## config.mk

```make
export PLATFORM = sky130hd
export DESIGN_NAME = serial_mag_comparator
export DESIGN_NICKNAME = d
export VERILOG_FILES = /design/src/rtl/cmp_pkg.sv /design/src/rtl/comparator_2bit.sv /design/src/rtl/serial_mag_comparator.sv
export SDC_FILE = /design/constraint.sdc
export NUM_CORES = 1
export LEC_CHECK = 0
export ABC_CLOCK_PERIOD_IN_PS = 3550
export CAP_MARGIN = 20
export CORE_ASPECT_RATIO = 0.7
export CORE_MARGIN = 2
export CORE_UTILIZATION = 40
export CTS_CLUSTER_DIAMETER = 60
export CTS_CLUSTER_SIZE = 30
export DETAILED_ROUTE_END_ITERATION = 6
export GPL_TIMING_DRIVEN = 0
export PLACE_DENSITY = 0.69
export SLEW_MARGIN = 0
export SYNTH_ARGS = -nofsm -noshare
export SYNTH_HDL_FRONTEND = slang
export SYNTH_SLANG_ARGS = --single-unit
```

## constraint.sdc

```tcl
create_clock -name clk -period 3.55 [get_ports clk]
set_input_delay 0.355 -clock clk [delete_from_list [all_inputs] [get_ports clk]]
set_output_delay 0.355 -clock clk [all_outputs]
set_load 0.01 [all_outputs]
```

## src/rtl/cmp_pkg.sv

```systemverilog
// Shared constants for the serial magnitude comparator.
// State encoding and result-vector bit positions.
package cmp_pkg;

    localparam logic [1:0] ST_IDLE    = 2'd0;
    localparam logic [1:0] ST_COMPARE = 2'd1;
    localparam logic [1:0] ST_DONE    = 2'd2;

    localparam int RES_GT = 2;
    localparam int RES_EQ = 1;
    localparam int RES_LT = 0;

    typedef enum logic [1:0] {
        IDLE    = ST_IDLE,
        COMPARE = ST_COMPARE,
        DONE    = ST_DONE
    } state_t;

endpackage

```

## src/rtl/comparator_2bit.sv

```systemverilog
// Combinational 2-bit magnitude comparator slice.
// Compares {A1,A0} with {B1,B0}; exactly one output is high.
module comparator_2bit (
    input  logic A1,
    input  logic A0,
    input  logic B1,
    input  logic B0,
    output logic A_gt_B,
    output logic A_eq_B,
    output logic A_lt_B
);

    logic hi_eq;

    assign hi_eq  = ~(A1 ^ B1);
    assign A_gt_B = (A1 & ~B1) | (hi_eq & A0 & ~B0);
    assign A_lt_B = (~A1 & B1) | (hi_eq & ~A0 & B0);
    assign A_eq_B = hi_eq & ~(A0 ^ B0);

endmodule

```

## src/rtl/serial_mag_comparator.sv

```systemverilog
// Digit-serial magnitude comparator, MSB digit first, early exit
// on the first unequal digit.
module serial_mag_comparator
    import cmp_pkg::*;
#(
    parameter  int WIDTH  = 8,
    localparam int DIGITS = WIDTH / 2,
    localparam int CW     = $clog2(DIGITS + 1)
) (
    input  logic             clk,
    input  logic             rst,
    input  logic             start_valid,
    output logic             start_ready,
    input  logic [WIDTH-1:0] a_in,
    input  logic [WIDTH-1:0] b_in,
    output logic             res_valid,
    input  logic             res_ready,
    output logic             gt,
    output logic             eq,
    output logic             lt,
    output logic [CW-1:0]    digits_used
);

    state_t           state;
    state_t           state_n;
    logic [WIDTH-1:0] a_sr;
    logic [WIDTH-1:0] b_sr;
    logic [CW-1:0]    cnt;
    logic [2:0]       res;
    logic             s_gt;
    logic             s_eq;
    logic             s_lt;
    logic             last;

    comparator_2bit u_slice (
        .A1     (a_sr[WIDTH-1]),
        .A0     (a_sr[WIDTH-2]),
        .B1     (b_sr[WIDTH-1]),
        .B0     (b_sr[WIDTH-2]),
        .A_gt_B (s_gt),
        .A_eq_B (s_eq),
        .A_lt_B (s_lt)
    );

    assign last        = (cnt == CW'(DIGITS - 1));
    assign start_ready = (state == IDLE) && !rst;
    assign gt          = res[RES_GT];
    assign eq          = res[RES_EQ];
    assign lt          = res[RES_LT];

    always_ff @(posedge clk or posedge rst) begin
        if (rst) state <= IDLE;
        else     state <= state_n;
    end

    always_comb begin
        state_n = state;
        unique case (state)
            IDLE:    if (start_valid) state_n = COMPARE;
            COMPARE: if (!s_eq || last) state_n = DONE;
            DONE:    if (res_ready) state_n = IDLE;
            default: state_n = IDLE;
        endcase
    end

    always_ff @(posedge clk or posedge rst) begin
        if (rst) begin
            a_sr        <= '0;
            b_sr        <= '0;
            cnt         <= '0;
            res         <= '0;
            digits_used <= '0;
            res_valid   <= 1'b0;
        end else begin
            unique case (state)
                IDLE: begin
                    if (start_valid && start_ready) begin
                        a_sr <= a_in;
                        b_sr <= b_in;
                        cnt  <= '0;
                    end
                end
                COMPARE: begin
                    cnt <= cnt + 1'b1;
                    if (!s_eq) begin
                        res[RES_GT] <= s_gt;
                        res[RES_LT] <= s_lt;
                        digits_used <= cnt + 1'b1;
                        res_valid   <= 1'b1;
                    end else if (last) begin
                        res[RES_EQ] <= 1'b1;
                        digits_used <= CW'(DIGITS);
                        res_valid   <= 1'b1;
                    end else begin
                        a_sr <= a_sr << 2;
                        b_sr <= b_sr << 2;
                    end
                end
                DONE: begin
                    // digits_used is left alone so it stays readable after the handshake
                    if (res_ready) begin
                        res       <= '0;
                        res_valid <= 1'b0;
                    end
                end
                default: ;
            endcase
        end
    end

endmodule

```

==> impl_metrics.py <==
metrics = {
    "timing": {
        "period_minus_slack_ps": 1946,
        "clock.fmax_mhz": 513.9,
        "drv_slew": 0,
        "finalSetupTns_ps": 0,
        "finalHoldViolCount": 0,
        "slew-limit-headroom_pct": 60.92,
        "rsz0062_at_grt": "false",
        "clock_skew_ps": 1.638,
        "tightest_slew_ps": 580.0,
        "hold_ws_ps": 459.4,
        "fin_crit_sh_pct": 54.81,
        "setup_viol": 0,
    },
    "clock_network": {
        "cts_setup_buffers": 0,
        "ctsResizeCount": 0,
        "clockBufferDepth": 2,
        "cts_root_buf": "clkbuf_8",
        "clk_pin_slew_ps": 90,
        "ctsHtreeMaxLevel": 1,
        "tritoncts": "built",
        "cts_buffers": 3,
        "insertion_delay_ps": 270,
        "ctsHoldBuffers": 0,
        "clock-sinks": 28,
    },
    "die": {
        "ios": 28,
        "die_height_um": 53.96,
        "dieArea_um2": 4067,
        "die_w_um": 75.38,
        "row_count": 18,
        "core_area_um2": 3468,
        "start_util_pct": 41.13,
    },
    "drt": {
        "drt-total-wl_um": 2805,
        "vias": 1054,
        "drtIter0Drc": 28,
        "routedWlPerCell_um": 12.87,
        "post_drt_via_cell_ratio": 4.835,
        "drc": 0,
        "drtAntennaViolNets": 0,
        "first_pass_iters": 4,
    },
    "place": {
        "io_buffers": 27,
        "gp_congestion": 0.7951,
        "dp_cells": 214,
        "dp_hpwl_um": 2065,
    },
    "setup_path": {
        "r2r_cells": 7,
        "worstSetupStartpoint": "b_sr[7]",
        "r2r-start": "b_sr[7]",
        "worst_setup_path_end_kind": "flop",
        "crit_path_end": "a_sr[3]",
        "critPathRequiredTime_ps": 3710,
        "worst-path-max-fanout": 10,
        "ff2ff_setup_slack_ps": 1600,
        "worstPathArrival_ps": 2110,
        "start_kind": "flop",
        "path_class": "flop to flop",
        "timing.rr.end": "a_sr[3]",
    },
    "synthesis": {
        "synthCells": 137,
        "synth-seq-area-share_pct": 49.12,
        "ys_seq_elements": 28,
        "syn_area_per_cell_um2": 10.41,
        "synthDistinctLibCells": 30,
        "yosys_warnings": 0,
        "syn_area_um2": 1426,
        "synthesis.nets": 161,
    },
    "grt": {
        "grtUsageTotal_pct": 15.23,
        "grt_antenna_before_repair": 0,
        "grt_remaining_overflow": 0,
        "grt_max_degree": 29,
        "grt_pass1_vias": 988,
        "grt_pass1_wl_um": 4609,
    },
    "outcome": {
        "status": "finished clean",
    },
    "pwr": {
        "ir_drop_v": 0.0003367,
        "p_leak_nw": 0.8724,
        "p_int_w": 0.0009657,
        "pwr_density_cell_nw_per_um2": 844.6,
        "switchingPower_w": 0.0005782,
        "p_seq_share_pct": 37.2,
        "swShare_pct": 37.45,
        "p_total_w": 0.001544,
        "p_clk_share_pct": 11.2,
        "combPwrFrac_pct": 51.7,
    },
    "worst_hold_path": {
        "hold_path_class": "input port to async pin",
    },
    "finish": {
        "n_antenna_cell": 0,
        "area_growth_pct": 28.16,
        "layout_common_cells": "nand2_1 (32), dfrtp_1 (28), clkdlybuf4s50_1 (27)",
        "instances_no_fill": 218,
        "layout_commonest_cell": "nand2_1",
        "drive_gt1_share_pct": 11.31,
        "nets": 194,
    },
    "job": {
        "cap_violations": 0,
    },
}
layer usage:
| metal | global-route usage, % | vias to the layer above | part of all wire (%) |
|---|---|---|---|
| li1 | - | 532 | - |
| met1 | 20.95 | 506 | 50 |
| met2 | 24.64 | 14 | 47 |
| met3 | 3.371 | 2 | 2.0 |
| met4 | 3.509 | 0 | 0.96 |
| met5 | 0 | - | 0 |
worst min path at each step:
| stage | to | slack (ps) |
|---|---|---|
| detailed placement | cnt[2] | 470 |
| global placement | cnt[2] | 460 |
| CTS | cnt[2] | 490 |
| floorplan | a_sr[0] | 420 |
| global route | b_sr[5] | 500 |
| finish | state[0] | 460 |
worst max-delay path: stages (launching register included):
cell and delay [ps]:
dfrtp_1 360, inv_1 60, ha_1 410, nand3_4 140
o31a_1 280, buf_6 140, buf_12 150, mux2_4 290
kinds of logic (layout without fill, tap and decap cells):
family / after synthesis / count (layout) / share of synthesized area, %
mux: 18 / 18 / 14.56
buf+inv: 16 / 47 / 5.965
fa+ha+maj: 4 / 4 / 3.509
simple gates: 45 / 45 / 14.74
flops: 28 / 28 / 49.12
compound gates: 26 / 26 / 12.10
through the flow:
stage | setup WS (ps) | area (um2) | util [%]
after floorplan | 1752 | 1426 | -
after global placement | 1613 | 1759 | 50.72
after detailed placement | 1604 | 1759 | 50.72
after CTS | 1604 | 1800 | 51.91
after global routing | 1487 | 1828 | 52.71
final | 1604 | 1828 | 52.71
layout make-up:
type,count,area [um2]
Tap cell,50,62.56
Buffer,6,47.55
Timing Repair Buffer,28,297.8
Inverter,10,37.54
Clock buffer,3,41.29
Sequential cell,28,700.7
Fill cell,337,1640
Multi-Input combinational cell,93,640.6
power by group through the flow:
stage | logic (W) | registers (W) | clock network, W
final | 0.000798 | 0.000574 | 0.000172
after detailed placement | 0.000795 | 0.000581 | 0
after global routing | 0.000880 | 0.000596 | 0.000192
after CTS | 0.000799 | 0.000573 | 0.000175
after global placement | 0.000772 | 0.000568 | 0
after floorplan | 0.000563 | 0.000573 | 0
cell usage after synthesis, drive strengths merged:
| library cell | n | share of area [%] |
|---|---|---|
| nand2 | 32 | 8.4 |
| dfrtp | 28 | 49 |
| o21ai | 11 | 3.9 |
| inv | 10 | 2.6 |
| mux2 | 10 | 8.9 |
| mux2i | 8 | 5.6 |
| ha | 4 | 3.5 |
| a211oi | 3 | 1.6 |
| buf | 3 | 2.5 |
| clkbuf | 3 | 0.79 |
| nand2b | 3 | 1.3 |
| a21o | 2 | 1.1 |
| a22o | 2 | 1.2 |
| nor2 | 2 | 0.53 |
| nor2b | 2 | 0.88 |
| nor3 | 2 | 0.70 |
| o31ai | 2 | 1.1 |
| or2b | 2 | 1.1 |
| a21oi | 1 | 0.35 |
| a31oi | 1 | 0.44 |
| a32o | 1 | 0.70 |
| a32oi | 1 | 0.61 |
| a41oi | 1 | 0.61 |
| nand3 | 1 | 1.2 |
| nand3b | 1 | 0.53 |
| o31a | 1 | 0.61 |
registers in the layout, summed over array words and instances (netlist names):
register     flops
b_sr             8
res_valid        1
cnt              3
res              3
state            2
digits_used      3
a_sr             8
(Power assumes the default switching activity.)
